### src/rtl/pc_fetch_unit.sv
// -----------------------------------------------------------------------------
// pc_fetch_unit
//
// Program-counter register and instruction-fetch sequencer. It sits directly
// downstream of the next-PC mux. The block owns curr_pc and fetches the word
// at curr_pc over a valid/ready instruction-memory interface. It then offers
// the fetched word to decode with a valid/ready handshake. When decode takes
// the word, the block loads next_pc from the mux.
//
// Exactly one fetch is in flight at any time, and fetches never overlap. Each
// instruction therefore takes at least three cycles: REQ, WAIT and VALID.
//
// Ports
//   clk            core clock; all state changes on its rising edge
//   rst_n          synchronous active-low reset
//   fetch_en       run enable; a new fetch starts only while high
//   next_pc        next address from the next-PC mux
//   pc_ena         enable to the mux; high only on the decode handshake
//   curr_pc        current PC, fed back to the mux
//   imem_req_vld   instruction-memory request valid
//   imem_req_rdy   instruction-memory request ready
//   imem_req_addr  request address (always curr_pc)
//   imem_rsp_vld   response valid, single-cycle pulse
//   imem_rsp_data  response instruction word
//   imem_rsp_err   response bus error, qualified by imem_rsp_vld
//   inst_vld       instruction valid to decode
//   inst_rdy       decode ready
//   inst           fetched instruction
//   inst_pc        address of inst
//   fetch_err      sticky error flag (bus error or misaligned next_pc)
//   inst_cnt       number of instructions consumed by decode (wraps)
// -----------------------------------------------------------------------------
module pc_fetch_unit #(
    parameter int                   CPU_WIDTH = 32,
    parameter logic [CPU_WIDTH-1:0] RESET_PC  = '0
) (
    input  logic                 clk,
    input  logic                 rst_n,
    input  logic                 fetch_en,
    input  logic [CPU_WIDTH-1:0] next_pc,
    output logic                 pc_ena,
    output logic [CPU_WIDTH-1:0] curr_pc,
    output logic                 imem_req_vld,
    input  logic                 imem_req_rdy,
    output logic [CPU_WIDTH-1:0] imem_req_addr,
    input  logic                 imem_rsp_vld,
    input  logic [CPU_WIDTH-1:0] imem_rsp_data,
    input  logic                 imem_rsp_err,
    output logic                 inst_vld,
    input  logic                 inst_rdy,
    output logic [CPU_WIDTH-1:0] inst,
    output logic [CPU_WIDTH-1:0] inst_pc,
    output logic                 fetch_err,
    output logic [CPU_WIDTH-1:0] inst_cnt
);

    localparam logic [2:0] S_IDLE  = 3'd0;
    localparam logic [2:0] S_REQ   = 3'd1;
    localparam logic [2:0] S_WAIT  = 3'd2;
    localparam logic [2:0] S_VALID = 3'd3;
    localparam logic [2:0] S_ERR   = 3'd4;

    localparam logic [CPU_WIDTH-1:0] CNT_ONE = {{(CPU_WIDTH-1){1'b0}}, 1'b1};

    logic [2:0]           state_q,    state_d;
    logic [CPU_WIDTH-1:0] curr_pc_q,  curr_pc_d;
    logic [CPU_WIDTH-1:0] inst_q,     inst_d;
    logic [CPU_WIDTH-1:0] inst_pc_q,  inst_pc_d;
    logic [CPU_WIDTH-1:0] inst_cnt_q, inst_cnt_d;

    logic dec_hs;        // decode accepts the instruction this cycle
    logic pc_misalign;   // next_pc is not word aligned

    assign dec_hs      = (state_q == S_VALID) && inst_rdy;
    assign pc_misalign = (next_pc[1:0] != 2'b00);

    // ------------------------------------------------------------------
    // Next-state logic
    // ------------------------------------------------------------------
    always_comb begin
        state_d    = state_q;
        curr_pc_d  = curr_pc_q;
        inst_d     = inst_q;
        inst_pc_d  = inst_pc_q;
        inst_cnt_d = inst_cnt_q;

        case (state_q)
            S_IDLE: begin
                if (fetch_en) state_d = S_REQ;
            end

            // The request stays up with a stable address until memory takes
            // it. fetch_en cannot withdraw a request once it is offered.
            S_REQ: begin
                if (imem_req_rdy) state_d = S_WAIT;
            end

            // A bus error leaves inst untouched. Only the sticky flag
            // reports the error.
            S_WAIT: begin
                if (imem_rsp_vld) begin
                    if (imem_rsp_err) begin
                        state_d = S_ERR;
                    end else begin
                        inst_d    = imem_rsp_data;
                        inst_pc_d = curr_pc_q;
                        state_d   = S_VALID;
                    end
                end
            end

            // The PC loads the mux output even when it is misaligned. This
            // keeps the faulting address visible on curr_pc.
            S_VALID: begin
                if (inst_rdy) begin
                    curr_pc_d  = next_pc;
                    inst_cnt_d = inst_cnt_q + CNT_ONE;
                    if (pc_misalign)   state_d = S_ERR;
                    else if (fetch_en) state_d = S_REQ;
                    else               state_d = S_IDLE;
                end
            end

            // The block stays here until reset.
            S_ERR: begin
                state_d = S_ERR;
            end

            default: begin
                state_d = S_IDLE;
            end
        endcase
    end

    // ------------------------------------------------------------------
    // State registers. Reset overrides any event in the same cycle,
    // including a request or response in flight.
    // ------------------------------------------------------------------
    always_ff @(posedge clk) begin
        if (!rst_n) begin
            state_q    <= S_IDLE;
            curr_pc_q  <= RESET_PC;
            inst_q     <= '0;
            inst_pc_q  <= '0;
            inst_cnt_q <= '0;
        end else begin
            state_q    <= state_d;
            curr_pc_q  <= curr_pc_d;
            inst_q     <= inst_d;
            inst_pc_q  <= inst_pc_d;
            inst_cnt_q <= inst_cnt_d;
        end
    end

    // ------------------------------------------------------------------
    // Outputs. They are decoded straight from the state, so reset clears
    // every valid and flag without extra registers. pc_ena is the only
    // output that depends on an input in the same cycle.
    // ------------------------------------------------------------------
    assign imem_req_vld  = (state_q == S_REQ);
    assign imem_req_addr = curr_pc_q;
    assign inst_vld      = (state_q == S_VALID);
    assign fetch_err     = (state_q == S_ERR);
    assign pc_ena        = dec_hs;
    assign curr_pc       = curr_pc_q;
    assign inst          = inst_q;
    assign inst_pc       = inst_pc_q;
    assign inst_cnt      = inst_cnt_q;

endmodule

### config.mk
export PLATFORM = sky130hd
export DESIGN_NAME = pc_fetch_unit
export DESIGN_NICKNAME = d
export VERILOG_FILES = /design/src/rtl/pc_fetch_unit.sv
export SDC_FILE = /design/constraint.sdc
export NUM_CORES = 1
export LEC_CHECK = 0
export BUFFER_PORTS_ARGS = -buffer_cell sky130_fd_sc_hd__buf_2
export CORE_MARGIN = 3
export CORE_UTILIZATION = 42
export DETAILED_ROUTE_END_ITERATION = 8
export GPL_TIMING_DRIVEN = 0
export HOLD_SLACK_MARGIN = 0.15
export PLACE_DENSITY = 0.72
export SYNTH_ARGS = -nofsm -noshare
export SYNTH_HDL_FRONTEND = slang
export SYNTH_SLANG_ARGS = --single-unit
### constraint.sdc
create_clock -name clk -period 2.4 [get_ports clk]
set_input_delay 0 -clock clk [delete_from_list [all_inputs] [get_ports clk]]
set_output_delay 0 -clock clk [all_outputs]
set_load 0.03 [all_outputs]
# Word-level counts from Yosys, hierarchy flattened
# Cells that the tools add are included.
# totals
mem_count,0
latch_bits,0
romBits,0
elab_cells,29
output_inout_bits,164
inputBits,71
ram_bits,0
ff_bits,131
# op_classes
eq_ne,8
reduce_logical,6
add_sub_neg,1
bitwise,1
n_lt_le_gt_ge,0
div_mod_pow,0
muxes,8
mul,0
shifts,0
# op_table
operator,n
"32-bit by 1-bit adder with 32-bit output, second input constant",1
3-bit two-way mux,6
3-bit one-hot mux with 5 select lines,1
"3-bit by 2-bit == test with 1-bit output, second input constant",2
"2-bit by 1-bit != test with 1-bit output, second input constant",2
"2-bit != test, second input constant",2
4-bit AND reduction,1
"3-bit by 1-bit == test with 1-bit output, second input constant",1
"3-bit == test, second input constant",1
3-bit logical NOT,1
3-bit AND reduction,1
2-bit AND reduction,1
2-bit nonzero test,1
1-bit logical AND,1
1-bit two-way mux,1
1-bit NOT,1

# Depth between registers and ports, before layout
# depth
word_depth,4
depth_mapped,7
ltp_nobuf,5

# Least setup slack after synthesis
# No wires, ideal clock.
# synth_timing
kind,register -> register
startpoint,register inst_cnt_q[8] (netlist: inst_cnt[8])
endpoint,register inst_cnt_q[19] (netlist: inst_cnt[19])
t_required_ps,2330
setup_time_ps,70
arrival_time_ps,2068
path_buffers,1
slack_ps,262
path_stages_with_launch,6
path_cell_list,dfxtp_1 -> nand4_2 -> or4_4 -> buf_6 -> or4_1 -> a21oi_1
# synth_between
elab_chain_cells,1
# synth_rtl
element,line,rtl
start: declaration,69,"logic [CPU_WIDTH-1:0] inst_cnt_q, inst_cnt_d;"
start signal: assignment,151,inst_cnt_q <= inst_cnt_d;
32-bit by 1-bit adder with 32-bit output,117,inst_cnt_d = inst_cnt_q + CNT_ONE;
# Every way passes these cells.
# A chain may end at the register's enable or synchronous reset.

# Final worst setup path
# layout_timing
startpoint,register state_q[1]
endpoint,register state_q[2]
# layout_between
elab_chain_cells,3
# layout_rtl
element,line,rtl
start: declaration,65,"logic [2:0] state_q, state_d;"
start signal: assignment,147,state_q <= state_d;
3-bit by 2-bit == test with 1-bit output (tied with other cells),87,case (state_q)
2-bit by 1-bit != test with 1-bit output (no line) / 2-bit != test (equally long branches),-,
4-bit AND reduction (no line),-,
# Several ways; a longest one is shown, not always the timed one.

==> summary.md <==
| Metric | Value |
|---|---|
| Via Count | `5,757` |
| N_diodes | `0` |
| GRT Total Usage | `24.3%` |
| Adder-Cell Fraction of Synth Area | `0.237%` |
| Setup bufs post-CTS | `0` |
| DR DRC count | `0` |
| Chip Width | `118 µm` |
| First-pass GRT wire length | `27.6 mm` |
| Num rows | `40` |
| Busiest grt layer | `met2` |
| Die area | `0.0140 mm²` |
| Cell Area, Synth | `0.00529 mm²` |
| Met1 GRT Util | `29.5%` |
| Setup Viol. Count Final | `0` |
| Kind of critical path | `register to register` |
| Worst Clk Skew | `0.00555 ns` |
| Clock power share | `47.6%` |
| Vias in the first global route | `5,487` |
| Worst VDD drop | `0.429 mV` |
| CP arrival | `2.52 ns` |
| Pre-antenna DRT Iters | `5` |
| Final WS setup | `0.177 ns` |
| Yosys cell types | `34` |
| Synth top area share | `49.6%` |
| PD cells | `663 mW/mm²` |
| Worst path required time | `2.69 ns` |
| Area contributors post-synth | `dfxtp_1 (50%), nand2_1 (15%), a21oi_1 (12%)` |
| Final worst-path cycle share | `92.6%` |
| Clk Latency, worst-skew pair | `0.41 ns` |
| Sw frac | `23.2%` |
| Most frequent cell after synthesis | `nand2_1` |
| Avg Inst Size Synth | `7.94 µm²` |
| Clock slew at reported path FFs | `0.05 ns` |
| Mux cell area share after synthesis | `0.189%` |
| XOR/XNOR Fraction of Synth Area | `1.16%` |
| Main combinational cell family by area after synthesis | `simple AND/OR/NAND/NOR gates` |
| Longest Clk Path Bufs | `2` |
| Pre-CTS setup slack | `-0.0759 ns` |
| Final hold vios | `0` |
| Net Sw Power | `1240 µW` |
| Htree depth | `4` |
| Fmax | `450 MHz` |
| Post-synthesis sequential area ratio | `49.6%` |
| Synth Area in Compound Gates | `15.3%` |
| Clock sinks | `131` |
| WL/cell | `14.5 µm` |
| Final Cell Area | `0.00803 mm²` |
| Net Count, Synth | `738` |
| Gr ovfl total | `0` |
| Yosys warns | `0` |
| Total negative slack | `0 ns` |
| Unrepaired setup endpoints after global routing | `no` |
| Outcome | `finished, final reports clean` |
| Dominant synthesized flop cell | `dfxtp_1` |
| Final net count | `1,067` |
| M2 GR Usage | `41.3%` |
| CTS tree | `built` |
| DRT Wirelength | `17.1 mm` |
| Largest net degree at the start of global routing | `17` |
| Final min period | `2.22 ns` |
| Cell-internal power | `4090 µW` |
| DRT antenna net count | `0` |
| Initial antenna violation count | `0` |
| Type of origin of the critical path | `register` |
| Layout cell share with drive strength beyond 1 | `30.5%` |
| Worst-margin pin slew | `0.769 ns` |
| CP cell instances | `buf_2, nor2b_1, nand3_1, nand3_1, dlygate4sd3_1, nor2_1, dlygate4sd3_1` |
| Die Span Y | `118 µm` |
| Synth top cells by count | `nand2_1 (205), dfxtp_1 (131), a21oi_1 (126)` |
| Starting Density | `43.5%` |
| Simple-gate area share of the yosys netlist | `25.0%` |
| Number of buffers added on ports | `234` |
| Total chip power | `5320 µW` |
| Core area | `0.0122 mm²` |
| Hold Crit Class | `input port to register` |
| Buf/Inv on CP | `3` |
| EDFF count, synth | `0` |
| Max_slew headroom | `48.5%` |
| Post-Syn Instances | `666` |
| DR vias/cell | `4.90` |
| Ports | `235` |
| Slew Limit Fails | `0` |
| Ys async rst share | `0%` |
| Placed inst area | `0.00667 mm²` |
| Sequential share of power | `42.0%` |
| Area Growth Syn to Fin | `51.8%` |
| CTS root buf | `clkbuf_16` |
| Flop and latch count out of synthesis | `131` |
| Comb pwr share | `10.3%` |
| Lkg Pwr | `0.00352 µW` |
| Max incr delay on CP | `0.55 ns` |
| Leading area contributor after synthesis | `dfxtp_1` |
| Max-cap viol count | `0` |
| CP endpoint kind | `register` |
| CTS buffer count | `17` |
| Crit path max fanout | `10` |
| CP max stage cell | `dlygate4sd3_1` |
| 1st-iter DRT viols | `352` |
| Worst path top cell family by delay | `buffers and inverters` |
| Grt met3 use | `5.50%` |
| Global placement routability congestion | `0.846` |
| Post-DP HPWL | `12.0 mm` |
==> cells by family (layout without fill, tap and decap cells) <==
group,count (synthesis),count (layout)
AO/OA/AOI/OAI,153,153
XOR/XNOR,7,7
adder cells (fa/ha/maj),1,1
buffers and inverters,83,425
flip-flops,131,131
multiplexers,1,1
AND/OR/NAND/NOR,290,290
==> cell usage in the layout (no fill, tap or decap), types with 3 or more instances in the layout <==
| master | count |
|---|---|
| a21oi_1 | 126 |
| and3_1 | 4 |
| and4_1 | 4 |
| buf_2 | 237 |
| buf_4 | 32 |
| clkbuf_1 | 36 |
| clkbuf_16 | 17 |
| clkbuf_8 | 4 |
| clkinv_2 | 4 |
| clkinvlp_4 | 3 |
| dfxtp_1 | 131 |
| dlygate4sd3_1 | 76 |
| inv_1 | 9 |
| nand2_1 | 205 |
| nand2b_1 | 3 |
| nand3_1 | 13 |
| nand4_1 | 6 |
| nor2_1 | 13 |
| nor3b_1 | 4 |
| o21ai_0 | 10 |
| o31ai_1 | 14 |
| or3_1 | 12 |
| or4_1 | 19 |
| xnor2_1 | 4 |
| xor2_1 | 3 |
==> metal layers <==
metal	vias to the layer above	wire [µm]	share of wire, %
li1	2876	-	-
met1	2641	7140	42
met2	211	8530	50
met3	29	1080	6.3
met4	0	337	2.0
met5	-	0	0
==> timing repair <==
item	4_1_cts	5_1_grt
hold endpoints to repair	70	0
hold buffers	76	0
resized for setup	2	2
endpoints found under the setup margin	61	1
==> worst min-delay path, cell delays in order <==
cell and delay [ns]:
dlygate4sd3_1 0.53, buf_2 0.12, nand2_1 0.04, a21oi_1 0.05
==> sequential cells by signal, summed over array words and instances, names as in the netlist <==
name / flops
inst_pc: 32
inst: 32
state_q: 3
curr_pc: 32
inst_cnt: 32
==> power by group through the flow <==
stage	sequential [µW]	clock (µW)	combinational (µW)
after floorplan	2320	0	226
after CTS	2240	2590	541
after global placement	2280	0	421
final	2240	2540	549
after detailed placement	2280	0	422
after global routing	2240	2690	596
==> stage by stage <==
| stage | hold slack (ns) | utilization, % | std cells |
|---|---|---|---|
| 6_report | 0.380 | 66.0 | 1176 |
| 5_1_grt | 0.377 | 66.0 | 1176 |
| 4_1_cts | 0.348 | 66.0 | 1176 |
| 3_5_place_dp | 0.246 | 54.8 | 1068 |
| 3_3_place_gp | 0.243 | 54.8 | 1068 |
| 2_1_floorplan | 0.126 | - | 666 |
==> final timing paths <==
path / start / endpoint / slack [ns] / cells past startpoint
worst max-delay path: state_q[1] / state_q[2] / 0.18 / 7
worst min-delay path: imem_rsp_data[23] / inst[23] / 0.38 / 4
worst max register to register: state_q[1] / state_q[2] / 0.18 / 7
worst min register to register: inst_pc[11] / inst_pc[11] / 0.45 / 2
==> final cells by class <==
class	instances	area [µm²]
Clock buffer	23	488
Multi-Input combinational cell	452	2220
Clock inverter	9	103
Fill cell	1061	4140
Inverter	9	33.8
Buffer	74	418
Timing Repair Buffer	310	1930
Tap cell	168	210
Sequential cell	131	2620
Note: power is estimated with default switching activity, not from simulation.
